File: src/rtl/shared_mem_arbiter.sv
// shared_mem_arbiter: round-robin arbiter giving a CPU port and a debug port turns on one shared memory
module shared_mem_arbiter #(
   parameter int AW     = 9,
   parameter int DW     = 32,
   parameter int RD_LAT = 1,
   parameter int CNT_W  = 16
) (
   input  logic             clk,
   input  logic             rst,
   input  logic             cpu_req_i,
   input  logic             cpu_we_i,
   input  logic [AW-1:0]    cpu_addr_i,
   input  logic [DW-1:0]    cpu_wdata_i,
   output logic             cpu_ready_o,
   output logic             cpu_rvalid_o,
   output logic [DW-1:0]    cpu_rdata_o,
   input  logic             dbg_req_i,
   input  logic             dbg_we_i,
   input  logic [AW-1:0]    dbg_addr_i,
   input  logic [DW-1:0]    dbg_wdata_i,
   output logic             dbg_ready_o,
   output logic             dbg_rvalid_o,
   output logic [DW-1:0]    dbg_rdata_o,
   output logic             mem_en_o,
   output logic             mem_we_o,
   output logic [AW-1:0]    mem_addr_o,
   output logic [DW-1:0]    mem_wdata_o,
   input  logic [DW-1:0]    mem_rdata_i,
   output logic             busy_o,
   output logic [CNT_W-1:0] conflict_cnt_o
);
   typedef enum logic [1:0] {IDLE, ISSUE, WAIT, RESP} state_t;
   localparam int WW = RD_LAT > 1 ? $clog2(RD_LAT) : 1;
   state_t           state_q;
   logic             last_dbg_q, own_dbg_q;
   logic [WW-1:0]    wait_q;
   logic             mem_en_q, mem_we_q, cpu_rvalid_q, dbg_rvalid_q;
   logic [AW-1:0]    mem_addr_q;
   logic [DW-1:0]    mem_wdata_q, cpu_rdata_q, dbg_rdata_q;
   logic [CNT_W-1:0] cnt_q;
   logic             both, win_dbg;
   // Pick the winner: the sole requester, or on a tie the port that was not granted last
   always_comb begin
      both        = cpu_req_i & dbg_req_i;
      win_dbg     = both ? ~last_dbg_q : dbg_req_i;
      cpu_ready_o = (state_q == IDLE) & cpu_req_i & ~win_dbg;
      dbg_ready_o = (state_q == IDLE) & win_dbg;
   end
   // Accept in IDLE, issue one memory command, wait out the read latency, pulse the owner's rvalid
   always_ff @(posedge clk) begin
      if (rst) begin
         state_q      <= IDLE;
         last_dbg_q   <= 1'b1;
         own_dbg_q    <= 1'b0;
         wait_q       <= '0;
         mem_en_q     <= 1'b0;
         mem_we_q     <= 1'b0;
         mem_addr_q   <= '0;
         mem_wdata_q  <= '0;
         cpu_rdata_q  <= '0;
         dbg_rdata_q  <= '0;
         cpu_rvalid_q <= 1'b0;
         dbg_rvalid_q <= 1'b0;
         cnt_q        <= '0;
      end else begin
         if (state_q == IDLE && both && cnt_q != '1) cnt_q <= cnt_q + CNT_W'(1);
         case (state_q)
            IDLE: if (cpu_ready_o | dbg_ready_o) begin
               state_q     <= ISSUE;
               own_dbg_q   <= dbg_ready_o;
               last_dbg_q  <= dbg_ready_o;
               mem_en_q    <= 1'b1;
               mem_we_q    <= dbg_ready_o ? dbg_we_i : cpu_we_i;
               mem_addr_q  <= dbg_ready_o ? dbg_addr_i : cpu_addr_i;
               mem_wdata_q <= dbg_ready_o ? dbg_wdata_i : cpu_wdata_i;
            end
            ISSUE: begin
               mem_en_q <= 1'b0;
               mem_we_q <= 1'b0;
               state_q  <= mem_we_q ? IDLE : WAIT;
               wait_q   <= WW'(RD_LAT - 1);
            end
            WAIT: if (wait_q == '0) begin
               state_q      <= RESP;
               cpu_rvalid_q <= ~own_dbg_q;
               dbg_rvalid_q <= own_dbg_q;
               if (own_dbg_q) dbg_rdata_q <= mem_rdata_i;
               else cpu_rdata_q <= mem_rdata_i;
            end else wait_q <= wait_q - WW'(1);
            RESP: begin
               cpu_rvalid_q <= 1'b0;
               dbg_rvalid_q <= 1'b0;
               state_q      <= IDLE;
            end
            default: state_q <= IDLE;
         endcase
      end
   end
   assign mem_en_o       = mem_en_q;
   assign mem_we_o       = mem_we_q;
   assign mem_addr_o     = mem_addr_q;
   assign mem_wdata_o    = mem_wdata_q;
   assign cpu_rvalid_o   = cpu_rvalid_q;
   assign dbg_rvalid_o   = dbg_rvalid_q;
   assign cpu_rdata_o    = cpu_rdata_q;
   assign dbg_rdata_o    = dbg_rdata_q;
   assign busy_o         = state_q != IDLE;
   assign conflict_cnt_o = cnt_q;
endmodule

File: config.mk
export PLATFORM = sky130hd
export DESIGN_NAME = shared_mem_arbiter
export DESIGN_NICKNAME = d
export VERILOG_FILES = /design/src/rtl/shared_mem_arbiter.sv
export SDC_FILE = /design/constraint.sdc
export NUM_CORES = 1
export LEC_CHECK = 0
export CAP_MARGIN = 40
export CORE_ASPECT_RATIO = 0.75
export CORE_MARGIN = 8
export CORE_UTILIZATION = 51
export DETAILED_ROUTE_END_ITERATION = 8
export DONT_BUFFER_PORTS = 1
export PLACE_DENSITY = 0.66
export SYNTH_ARGS = -nofsm -noshare
export SYNTH_HDL_FRONTEND = slang
export SYNTH_SLANG_ARGS = --single-unit
export TNS_END_PERCENT = 5
File: constraint.sdc
create_clock -name clk -period 1.67 [get_ports clk]
set_input_delay 0.334 -clock clk [delete_from_list [all_inputs] [get_ports clk]]
set_output_delay 0.334 -clock clk [all_outputs]
set_load 0.05 [all_outputs]
Word-level counts from Yosys, hierarchy flattened --
Index checks and enable logic that the tools add are counted.
Word-level totals: bits in registers 130, latch bits 0, bits in writable memories 0, bits in read-only memories 0, output and inout port bits 128, word-level logic and storage cells 61, memories 0
Cells by class: add/sub/neg operators 2, $mul 0, div/mod/pow operators 0, magnitude comparators 0, eq/ne operators 6, shifts and indexed selects 0, multiplexer cells 18, bitwise operators 9, reduce and logical (&&, ||, !) cells 13
Operators by type and width (number):
- 32-bit two-way mux | 1
- 16-bit by 1-bit adder with 16-bit output, second input constant | 1
- 16-bit inequality test, second input constant | 1
- 1-bit case mux with 2 select lines | 5
- 9-bit two-way mux | 1
- 2-bit case mux with 4 select lines | 1
- 2-bit AND reduction | 4
- 2-bit nonzero test | 4
- 1-bit two-way mux | 7
- 2-bit two-way mux | 3
- 3-bit AND reduction | 2
- 1-bit bitwise AND | 4
- 2-bit == test, second input constant | 2
- 1-bit inverter | 4
- 2-bit by 1-bit == test with 1-bit output, second input constant | 1
- 1-bit logical AND | 2
- 2-bit logical NOT | 1
- 2-bit by 1-bit inequality test with 1-bit output, second input constant | 1
- 2-bit inequality test, second input constant | 1
- 1-bit OR | 1
- 1-bit subtractor, second input constant | 1

Depth between registers and ports, before layout --
word-level depth 7, gate-level depth with buffers 6

Worst setup path after synthesis --
Ideal clock, no wire load.
path type register to output, start point register (tool-made name), end point output cpu_ready_o, arrival 1693 ps, required time 1336 ps, path slack -357 ps, stages on the path, launching flop included 5, path buffers 1, cell sequence dfxtp_1 nor2_1 nand2_1 clkbuf_1 a21oi_1
RTL lines:
- to (decl) | line 14 | output logic cpu_ready_o,

Worst setup path in the final report --
start point register cnt_q[0], in the netlist conflict_cnt_o[0], end point register cnt_q[0], in the netlist conflict_cnt_o[0]
On the way: longest elaborated chain between the ends 2, elaborated cells on any way between the ends 3, those cells by class 1 x add/sub; 1 x eq/ne; 1 x reduce/logical
RTL lines:
- from (decl) | line 40 | logic [CNT_W-1:0] cnt_q;
- from (signal assigned) | line 66 | if (state_q == IDLE && both && cnt_q != '1) cnt_q <= cnt_q + CNT_W'(1);
- branches (longest 2 deep; another with 16-bit by 1-bit adder with 16-bit output)
Several ways; the timed one is not identified. A chain may end at the register's enable or synchronous reset.

==> summary.md <==
| Metric | Value |
|---|---|
| Final worst slack | `-0.0244 ns` |
| Post-synthesis sequential area ratio | `0.508` |
| Worst setup SP type | `flip-flop` |
| Worst hold slack | `0.0517 ns` |
| Largest net degree at the start of global routing | `between 100 and 150` |
| Least-Margin Pin Slew | `around 0.57 ns` |
| #FFs+latches synth | `between 100 and 150` |
| Gpl congestion | `slightly above 0.8` |
| DRC violations left | `0` |
| Worst-case clock buffer depth | `2` |
| Vias in the first global route | `~4400` |
| Largest cells by area after synthesis | `dfxtp_1, nand2_1, a21oi_1` |
| Most frequent cells after synthesis | `nand2_1, dfxtp_1, a21oi_1` |
| Drt wl/cell | `19.5 um` |
| I/O Buffers | `0` |
| Crit path capture type | `flip-flop` |
| Area share of the largest cell type after synthesis | `0.508` |
| Max H-tree Level | `4` |
| FMAX | `between 0.5 and 0.6 GHz` |
| Syn Nets | `roughly 770` |
| Final Setup Violations | `1` |
| Ports | `248` |
| CTS tree | `yes` |
| CP Class | `flip-flop to flip-flop` |
| Clk Latency, worst-skew pair | `just over 0.4 ns` |
| Ys Warns | `0` |
| Final Hold Viols | `0` |
| GRT overflow | `0` |
| Clk sinks | `about 130` |
| Post-DRT Antenna Nets | `0` |
| Worst path arrival time | `2.02 ns` |
| Max transition margin | `0.623` |
| Area of the mapped netlist | `a little over 0.005 mm2` |
| Hold path depth | `1` |
| Post-synth EDFFs | `0` |
| CTS clk-pin slew, worst paths | `approximately 0.060 ns` |
| Die area | `0.0134 mm2` |
| Core ar. | `around 0.0097 mm2` |
| Final Skew | `0.00686 ns` |
| RSZ-0062 raised after global routing | `yes` |
| Outcome | `complete, but fails checks` |
| Max-slew violations | `0` |
| Largest area contributor in the netlist | `dfxtp_1` |
| Crit path required time | `roughly 2 ns` |
| Initial cell density of the core | `0.526` |
| Min Clock Period, post-route | `roughly 1.7 ns` |
| Vias | `4678` |
| Max rail drop VDD | `0.757 mV` |
| # diodes | `0` |
| GRT Total Usage | `0.213` |
| FILL cells | `slightly below 800` |
| Worst hold path class | `input pin to flip-flop` |
| Fin nets | `792` |
| WL final | `approximately 16000 um` |
| Final period utilization | `1.01` |
| Synth cell types | `35` |
| Placement Rows | `31` |
| Initial antenna violation count | `0` |
| Failing checks | `negative setup slack` |
| Clk root buf | `clkbuf_16` |
| Synth async-reset ratio | `0` |
| Detail Placement HPWL | `10800 um` |
| Most common cell in the synthesized netlist | `nand2_1` |
| Avg Cell Area, Syn | `slightly below 8 um2` |
| DRT Pass-1 Iters | `4` |
| Total of max-cap violations | `0` |
| HP Start | `rst` |
| Layout cells sized above 1 | `0.173` |
| Die H | `around 100 um` |
| Cell Pwr Density | `1330 mW/mm2` |
| Vias per cell | `between 5 and 6` |
| Worst r2r src | `conflict_cnt_o[0]` |
| R2r setup slk | `-0.02 ns` |
| Pleak | `between 2 and 2.5 nW` |
| Die width | `approximately 130 um` |
| Drt first-iter violations | `between 200 and 300` |
| Critical path fanouts, max | `5` |
| First-pass GRT wire length | `23200 um` |
| Setup TNS | `-0.0244 ns` |
| Cells after Synth | `between 600 and 700` |
| WHS Endpoint | `dbg_rvalid_o` |
| Post-synth top flop | `dfxtp_1` |
| Synthesis-to-layout area growth | `23.7%` |
| Reg2reg end | `conflict_cnt_o[0]` |
| Worst reg2reg path depth | `7` |
| TritonCTS buffer count | `17` |
-- registers in the layout, indices dropped and copies added (netlist names), named ones only --
register,count
dbg_rvalid_o,1
mem_wdata_o,32
last_dbg_q,1
mem_addr_o,9
conflict_cnt_o,16
cpu_rvalid_o,1
mem_en_o,1
mem_we_o,1
dbg_rdata_o,32
own_dbg_q,1
cpu_rdata_o,32
state_q,1
-- timing repair --
item / in CTS / in global routing
setup buffers: 2 / 0
gates cloned: 0 / 0
hold buffers: 3 / 2
pin swaps: 4 / 4
endpoints found under the hold margin: 98 / 59
endpoints found under the setup margin: 8 / 16
gates resized for setup: 10 / 7
-- worst max path at each step --
stage	from	endpoint	slack, ns	depth (start not counted)
3_5_place_dp	conflict_cnt_o[0]	conflict_cnt_o[0]	-0.04	7
5_1_grt	conflict_cnt_o[0]	conflict_cnt_o[0]	-0.06	7
2_1_floorplan	flip-flop	dbg_ready_o	-0.04	5
4_1_cts	conflict_cnt_o[0]	conflict_cnt_o[7]	-0.02	7
6_report	conflict_cnt_o[0]	conflict_cnt_o[0]	-0.02	7
3_3_place_gp	conflict_cnt_o[0]	conflict_cnt_o[0]	0.003	7
-- where the power goes --
part	internal, mW	switching, mW	total [mW]
clock network	2.34	1.35	3.69
registers	3.26	0.615	3.88
logic	0.290	0.530	0.820
total	5.89	2.50	8.39
-- placed cells by master (no fill, tap or decap), types with 2 or more instances in the layout --
cell,instances
nor2b_1,3
or4_1,4
mux2i_1,2
bufinv_16,3
clkbuf_16,17
clkinvlp_4,2
buf_12,6
a311oi_1,41
nor2_1,49
nand3_2,2
nand2_1,221
buf_4,43
dlygate4sd3_1,4
nor2_2,2
nand2b_1,5
mux2_1,2
and3_1,3
dfxtp_4,2
dfxtp_2,16
nand4_1,4
or3_1,5
clkinv_4,4
o31ai_1,6
a21oi_1,80
nor4_2,2
and4_1,2
clkinv_2,3
o21ai_0,6
nor3_1,4
inv_1,5
dfxtp_1,111
-- routing by layer --
| layer | track usage | vias to the layer above | part of all wire |
|---|---|---|---|
| li1 | - | 2254 | - |
| met1 | 0.234 | 2176 | 0.38 |
| met2 | 0.349 | 229 | 0.49 |
| met3 | 0.111 | 19 | 0.12 |
| met4 | 0.0792 | 0 | 0.013 |
| met5 | 0 | - | 0 |
-- final cells by class --
cell class / instances / area (um2) / share of cell area
Clock buffer: 18 / 429 / 0.0683
Timing Repair Buffer: 55 / 522 / 0.0830
Clock inverter: 13 / 164 / 0.0261
Tap cell: 132 / 165 / 0.0263
Sequential cell: 129 / 2610 / 0.415
Inverter: 5 / 18.8 / 0.00299
Multi-Input combinational cell: 463 / 2370 / 0.378
-- kinds of logic (layout without fill, tap and decap cells) --
group	after synthesis	after routing	synth area share
buffers and inverters	53	91	0.0416
AND/OR/NAND/NOR	320	320	0.268
AO/OA/AOI/OAI	137	137	0.170
adder cells (fa/ha/maj)	1	1	0.00246
flip-flops	129	129	0.508
XOR/XNOR	1	1	0.00172
multiplexers	4	4	0.00837
-- critical path: stages, from the launching register on --
cell	delay, ns
dfxtp_4	0.34
ha_2	0.18
nand3_2	0.09
nor4_4	0.43
buf_4	0.20
buf_4	0.12
o21ai_0	0.09
a21oi_1	0.15
-- metrics by stage --
| step | std cells | power, mW | worst slack (ns) | cell area (um2) | util |
|---|---|---|---|---|---|
| global route | 815 | 8.70 | -0.0594 | 6280 | 0.651 |
| CTS | 813 | 8.41 | -0.0164 | 6210 | 0.643 |
| floorplan | 645 | 4.49 | -0.0390 | 5120 | - |
| finish | 815 | 8.39 | -0.0244 | 6280 | 0.651 |
| global placement | 777 | 4.68 | 0.00276 | 5530 | 0.573 |
| detailed placement | 777 | 4.70 | -0.0423 | 5530 | 0.573 |
Note: power is estimated with default switching activity, not from simulation.
